===== config.mk =====
export PLATFORM = sky130hd
export DESIGN_NAME = add5_arbiter_flat
export DESIGN_NICKNAME = d
export VERILOG_FILES = /design/src/rtl/add5_pkg.sv /design/src/rtl/add5_arbiter_if.sv /design/src/rtl/add5_rca.sv /design/src/rtl/add5_arbiter.sv /design/src/flat_wrapper.sv
export SDC_FILE = /design/constraint.sdc
export NUM_CORES = 1
export LEC_CHECK = 0
export CAP_MARGIN = 5
export CORE_MARGIN = 5
export CORE_UTILIZATION = 40
export CTS_BUF_LIST = sky130_fd_sc_hd__clkbuf_4
export DETAILED_ROUTE_END_ITERATION = 16
export HOLD_SLACK_MARGIN = 0.02
export MAX_ROUTING_LAYER = met4
export PLACE_DENSITY_LB_ADDON = 0.3
export RECOVER_POWER = 50
export SYNTH_ARGS = -nofsm -noshare
export SYNTH_HDL_FRONTEND = slang
export SYNTH_SLANG_ARGS = --single-unit

===== constraint.sdc =====
create_clock -name clk -period 3 [get_ports clk]
set_input_delay 0.3 -clock clk [delete_from_list [all_inputs] [get_ports clk]]
set_output_delay 0.3 -clock clk [all_outputs]
set_load 0.05 [all_outputs]

===== src/rtl/add5_pkg.sv =====
// add5_pkg: shared types and widths for the add5_arbiter slice.
//   state_t : arbiter FSM states (IDLE, CALC, DONE), 2-bit encoding
//   OPW     : operand width (5)
//   SUMW    : sum width including carry-out (6)
package add5_pkg;

    localparam int unsigned OPW  = 5;
    localparam int unsigned SUMW = 6;

    typedef enum logic [1:0] {
        IDLE = 2'd0,
        CALC = 2'd1,
        DONE = 2'd2
    } state_t;

endpackage


===== src/rtl/add5_arbiter_if.sv =====
// add5_arbiter_if: bundle of both requesters' handshakes and the shared result.
//   req0/a0/b0, req1/a1/b1 : client requests and operands (client -> arbiter)
//   gnt[1:0]               : one-hot grant (arbiter -> client)
//   done[1:0]              : one-cycle result-valid pulse per requester
//   sum[5:0]               : registered {carry, sum}
//   busy                   : arbiter not idle
// Modports: master = client side, slave = arbiter side.
interface add5_arbiter_if;
    import add5_pkg::*;

    logic            req0;
    logic [OPW-1:0]  a0;
    logic [OPW-1:0]  b0;
    logic            req1;
    logic [OPW-1:0]  a1;
    logic [OPW-1:0]  b1;
    logic [1:0]      gnt;
    logic [1:0]      done;
    logic [SUMW-1:0] sum;
    logic            busy;

    modport master (
        output req0, a0, b0, req1, a1, b1,
        input  gnt, done, sum, busy
    );

    modport slave (
        input  req0, a0, b0, req1, a1, b1,
        output gnt, done, sum, busy
    );

endinterface


===== src/rtl/add5_rca.sv =====
// add5_rca: combinational 5-bit ripple-carry adder from half/full-adder cells.
//   x[4:0], y[4:0] : unsigned operands
//   s[5:0]         : {carry-out, 5-bit sum}
module add5_ha (
    input  logic a,
    input  logic b,
    output logic s,
    output logic c
);
    assign s = a ^ b;
    assign c = a & b;
endmodule

module add5_fa (
    input  logic a,
    input  logic b,
    input  logic ci,
    output logic s,
    output logic co
);
    logic p;
    assign p  = a ^ b;
    assign s  = p ^ ci;
    assign co = (a & b) | (p & ci);
endmodule

module add5_rca
    import add5_pkg::*;
(
    input  logic [OPW-1:0]  x,
    input  logic [OPW-1:0]  y,
    output logic [SUMW-1:0] s
);
    // c[i] is the carry out of bit i; c[OPW-1] becomes the sum MSB.
    logic [OPW-1:0] c;

    add5_ha u_bit0 (
        .a (x[0]),
        .b (y[0]),
        .s (s[0]),
        .c (c[0])
    );

    for (genvar i = 1; i < OPW; i++) begin : g_fa
        add5_fa u_fa (
            .a  (x[i]),
            .b  (y[i]),
            .ci (c[i-1]),
            .s  (s[i]),
            .co (c[i])
        );
    end

    assign s[SUMW-1] = c[OPW-1];

endmodule


===== src/rtl/add5_arbiter.sv =====
// add5_arbiter: round-robin share of one 5-bit adder between two requesters.
//   clk   : rising-edge clock
//   reset : asynchronous active-high reset
//   bus   : add5_arbiter_if.slave (requests/operands in, gnt/done/sum/busy out)
// Each transaction is IDLE -> CALC -> DONE -> IDLE; operands are latched on
// the grant edge, the sum is registered in CALC and done pulses for one cycle.
module add5_arbiter
    import add5_pkg::*;
(
    input  logic                 clk,
    input  logic                 reset,
    add5_arbiter_if.slave        bus
);

    state_t          state_q, state_n;
    logic [1:0]      gnt_q, gnt_n;
    logic [1:0]      done_q, done_n;
    logic [SUMW-1:0] sum_q, sum_n;
    logic [OPW-1:0]  opa_q, opa_n;
    logic [OPW-1:0]  opb_q, opb_n;
    logic            last_q, last_n;
    logic [SUMW-1:0] add_s;
    logic            winner;

    add5_rca u_rca (
        .x (opa_q),
        .y (opb_q),
        .s (add_s)
    );

    // On a tie the requester that was not served last wins; a lone request
    // always wins.
    assign winner = (bus.req0 & bus.req1) ? ~last_q : bus.req1;

    always_ff @(posedge clk or posedge reset) begin
        if (reset) begin
            state_q <= IDLE;
            gnt_q   <= '0;
            done_q  <= '0;
            sum_q   <= '0;
            opa_q   <= '0;
            opb_q   <= '0;
            last_q  <= 1'b1;
        end else begin
            state_q <= state_n;
            gnt_q   <= gnt_n;
            done_q  <= done_n;
            sum_q   <= sum_n;
            opa_q   <= opa_n;
            opb_q   <= opb_n;
            last_q  <= last_n;
        end
    end

    always_comb begin
        state_n = state_q;
        gnt_n   = gnt_q;
        done_n  = done_q;
        sum_n   = sum_q;
        opa_n   = opa_q;
        opb_n   = opb_q;
        last_n  = last_q;
        unique case (state_q)
            IDLE: begin
                if (bus.req0 | bus.req1) begin
                    opa_n   = winner ? bus.a1 : bus.a0;
                    opb_n   = winner ? bus.b1 : bus.b0;
                    gnt_n   = winner ? 2'b10 : 2'b01;
                    state_n = CALC;
                end
            end
            CALC: begin
                sum_n   = add_s;
                done_n  = gnt_q;
                state_n = DONE;
            end
            DONE: begin
                gnt_n   = '0;
                done_n  = '0;
                last_n  = gnt_q[1];
                state_n = IDLE;
            end
            default: begin
                gnt_n   = '0;
                done_n  = '0;
                state_n = IDLE;
            end
        endcase
    end

    assign bus.gnt  = gnt_q;
    assign bus.done = done_q;
    assign bus.sum  = sum_q;
    assign bus.busy = (state_q != IDLE);

endmodule


===== src/flat_wrapper.sv =====
// flat-port wrapper written by rule: the top's interface ports become plain ports
module add5_arbiter_flat import add5_pkg::*;
  (clk, reset, bus_req0, bus_a0, bus_b0, bus_req1, bus_a1, bus_b1, bus_gnt, bus_done, bus_sum, bus_busy);
  add5_arbiter_if bus_i ();
  input  logic clk;
  input  logic reset;
  input wire logic [$bits(bus_i.req0)-1:0] bus_req0;
  input wire logic [$bits(bus_i.a0)-1:0] bus_a0;
  input wire logic [$bits(bus_i.b0)-1:0] bus_b0;
  input wire logic [$bits(bus_i.req1)-1:0] bus_req1;
  input wire logic [$bits(bus_i.a1)-1:0] bus_a1;
  input wire logic [$bits(bus_i.b1)-1:0] bus_b1;
  output wire logic [$bits(bus_i.gnt)-1:0] bus_gnt;
  output wire logic [$bits(bus_i.done)-1:0] bus_done;
  output wire logic [$bits(bus_i.sum)-1:0] bus_sum;
  output wire logic [$bits(bus_i.busy)-1:0] bus_busy;
  assign bus_i.req0 = bus_req0;
  assign bus_i.a0 = bus_a0;
  assign bus_i.b0 = bus_b0;
  assign bus_i.req1 = bus_req1;
  assign bus_i.a1 = bus_a1;
  assign bus_i.b1 = bus_b1;
  assign bus_gnt = bus_i.gnt;
  assign bus_done = bus_i.done;
  assign bus_sum = bus_i.sum;
  assign bus_busy = bus_i.busy;
  add5_arbiter u_core (.clk(clk), .reset(reset), .bus(bus_i));
endmodule

==> metrics.md <==
| Metric | Value |
|---|---|
| Die W | `63.2 µm` |
| Clock-pin slew on the worst setup and hold paths | `roughly 0.12 ns` |
| Vias | `slightly above 800` |
| RSZ-0062 raised after global routing | `false` |
| Design Power | `around 1.7 mW` |
| FF+latch count, synth | `23` |
| Clk Tree Root Cell | `clkbuf_4` |
| Post-Synth Adder-Cell Area | `8.19%` |
| Setup bufs post-CTS | `0` |
| Gates resized, CTS repair | `0` |
| Drt pass-1 iters | `4` |
| Post-Syn Area | `0.00113 mm²` |
| First-pass GRT wire length | `4.24 mm` |
| Port Buffers | `34` |
| Crit-path max FO | `2` |
| Largest family of logic cells by synthesized area | `compound AO/OA/AOI/OAI gates` |
| Wirelength per Cell | `between 15 and 20 µm` |
| Worst Clk Skew | `roughly 0.00085 ns` |
| Grt ovf | `0` |
| Share of layout cells above drive strength 1 | `18.4%` |
| Avg Cell Area, Syn | `12.6 µm²` |
| Vias in the first global route | `around 860` |
| Count of cell types in the netlist | `26` |
| Mux contribution to synthesized area | `9.29%` |
| Power Dens Cells | `1130 mW/mm²` |
| Main area contributors after synthesis | `dfrtp_1 (49%), fa_1 (7.1%), a221o_1 (5.3%)` |
| Placeable Area | `0.00273 mm²` |
| Crit share post-route | `87.3%` |
| Max_cap viols | `0` |
| Die H | `63.2 µm` |
| Complex-gate fraction of the synthesized area | `15.9%` |
| Final #Nets | `155` |
| Worst-Skew Late Latency | `0.31 ns` |
| Fraction of registers with async set/reset | `100%` |
| Yosys warnings | `0` |
| P&R area growth vs syn | `34.8%` |
| Status | `completed` |
| Final Hold Viols | `0` |
| CTS tree | `yes` |
| Starting Density | `41.4%` |
| Slew at the pin closest to its max-slew limit | `0.873 ns` |
| Max IR drop VDD | `0.623 mV` |
| Hpwl dp | `1.87 mm` |
| Xor/xnor cell area share of the yosys netlist | `0%` |
| Min Tclk post-route | `~2.6 ns` |
| Post-synth EDFFs | `0` |
| CTS H-tree lvls | `1` |
| 1st-iter DRT viols | `53` |
| CP Data Arrival Time | `2.85 ns` |
| Filler cell count | `241` |
| Antenna cells | `0` |
| Max transition margin | `a little over two fifths` |
| Gpl congestion | `0.768` |
| Post-synth top area cell | `dfrtp_1` |
| Num CTS Buffers | `3` |
| Fraction of the mapped netlist area in simple logic gates | `11.0%` |
| Final WL | `roughly 2.5 mm` |
| Top Ports | `35` |
| Vias per cell | `5.31` |
| Global Route Usage Sum | `13.8%` |
| Clk buf depth | `2` |
| Largest net degree at the start of global routing | `24` |
| Top_reg_cell synth | `dfrtp_1` |
| CTS Hold Buffers Added | `0` |
| Post-synth top area share | `48.7%` |
| Setup_tns | `0 ns` |
| Row Count | `19` |
| Post-synthesis sequential area ratio | `51.0%` |
| WS Path Type | `reg -> reg` |
| Count of pins over their slew limit | `0` |
| Mapped Nets | `~120` |
| P_leak | `0.696 nW` |
| Final setup viols | `0` |
| Sink Count | `23` |
| DRC | `0` |
| Crit path capture type | `flip-flop` |
| Initial antenna violation count | `0` |
| Highest clock rate | `between 300 and 400 MHz` |
| Cells after synthesis | `90` |
| Worst EP required | `~3.2 ns` |
| Startpoint class of the critical path | `flip-flop` |
| HP Class | `reg -> reg` |
| Die area | `0.00399 mm²` |
| Routed Antenna Nets | `0` |
-- routing by layer --
layer  vias to the layer above  GRT usage (%)  share of wire (%)
met5                         -              -                  0
met4                         0           4.68                1.1
met3                         4           5.68                6.9
met2                        29           19.6                 47
met1                       409           17.9                 45
li1                        387              -                  -
-- final cells by class --
cell class	instances	area [µm²]	share of cell area, %
Clock buffer	4	30.0	1.97
Inverter	10	37.5	2.46
Multi-Input combinational cell	54	502	32.9
Sequential cell	23	577	37.8
Tap cell	31	38.8	2.54
Timing Repair Buffer	34	340	22.3
-- layout by cell type (no fill, tap or decap), drive strengths merged --
master and count:
a211oi 2, a21bo 1, a21boi 1, a21o 1
a21oi 2, a221o 6, a22oi 1, a2bb2oi 2
a31o 1, and3 6, clkbuf 4, clkdlybuf4s50 33
dfrtp 22, dfstp 1, dlygate4sd3 1, fa 4
ha 1, inv 10, mux2 4, mux2i 6
nand2 4, nand2b 2, nor2 5, nor3 1
o21ai 4
-- sequential cells by signal, indices dropped and copies added, names as in the netlist --
register and count:
u_core.bus.sum 6, u_core.opa_q 5, u_core.opb_q 5, u_core.bus.done 2, u_core.bus.gnt 2, u_core.state_q 2
u_core.last_q 1
-- worst paths after layout --
kind / startpoint / endpoint / slack [ns] / cells past startpoint
min: u_core.bus.sum[4]$_DFFE_PP0N_ / u_core.bus.sum[4]$_DFFE_PP0N_ / 0.51 / 2
min reg2reg: u_core.bus.sum[4]$_DFFE_PP0N_ / u_core.bus.sum[4]$_DFFE_PP0N_ / 0.51 / 2
max in group asynchronous: reset / u_core.bus.gnt[1]$_DFFE_PP0P_ / 1.87 / 2
max reg2reg: u_core.opb_q[0]$_DFFE_PP0P_ / u_core.bus.sum[4]$_DFFE_PP0N_ / 0.38 / 7
max: u_core.opb_q[0]$_DFFE_PP0P_ / u_core.bus.sum[4]$_DFFE_PP0N_ / 0.38 / 7
min in group asynchronous: reset / u_core.opa_q[2]$_DFFE_PP0P_ / 0.59 / 2
-- power breakdown --
group	internal (mW)	total, mW	switching, mW	leakage [nW]
clock	0.0610	0.154	0.0925	0.0184
combinational	0.412	0.972	0.561	0.399
sequential	0.470	0.601	0.131	0.278
-- cell usage after synthesis, types with 2 or more instances --
cell type and n:
inv_1 9, a211oi_1 2, a21oi_1 2, mux2_2 4
buf_2 3, and3_2 6, nand2b_1 2, fa_1 4
nor2_1 4, nand2_1 4, a2bb2oi_1 2, mux2i_1 6
o21ai_0 3, a221o_1 6, dfrtp_1 22
-- per-stage QoR --
stage	area, µm²	worst slack, ns	hold slack [ns]	utilization [%]	instances
after floorplan	1130	0.515	0.301	-	90
after global placement	1500	0.446	0.480	54.7	152
after detailed placement	1500	0.403	0.486	54.7	152
after CTS	1530	0.368	0.497	55.8	156
after global routing	1530	0.283	0.529	55.8	156
final	1530	0.380	0.513	55.8	156
-- worst max-delay path: stages, from the launching register on --
cell     delay (ns)
dfrtp_1        0.41
ha_1           0.22
fa_1           0.46
fa_1           0.44
fa_1           0.37
inv_1          0.07
fa_1           0.39
o21ai_0        0.18
-- logic make-up after synthesis --
kind of cell,Yosys count
and+or+nand+nor,18
muxes,10
AOI/OAI and AO/OA,21
adders and majority gates,5
buffers and inverters,13
DFF,23
Note: power is estimated with default switching activity, not from simulation.
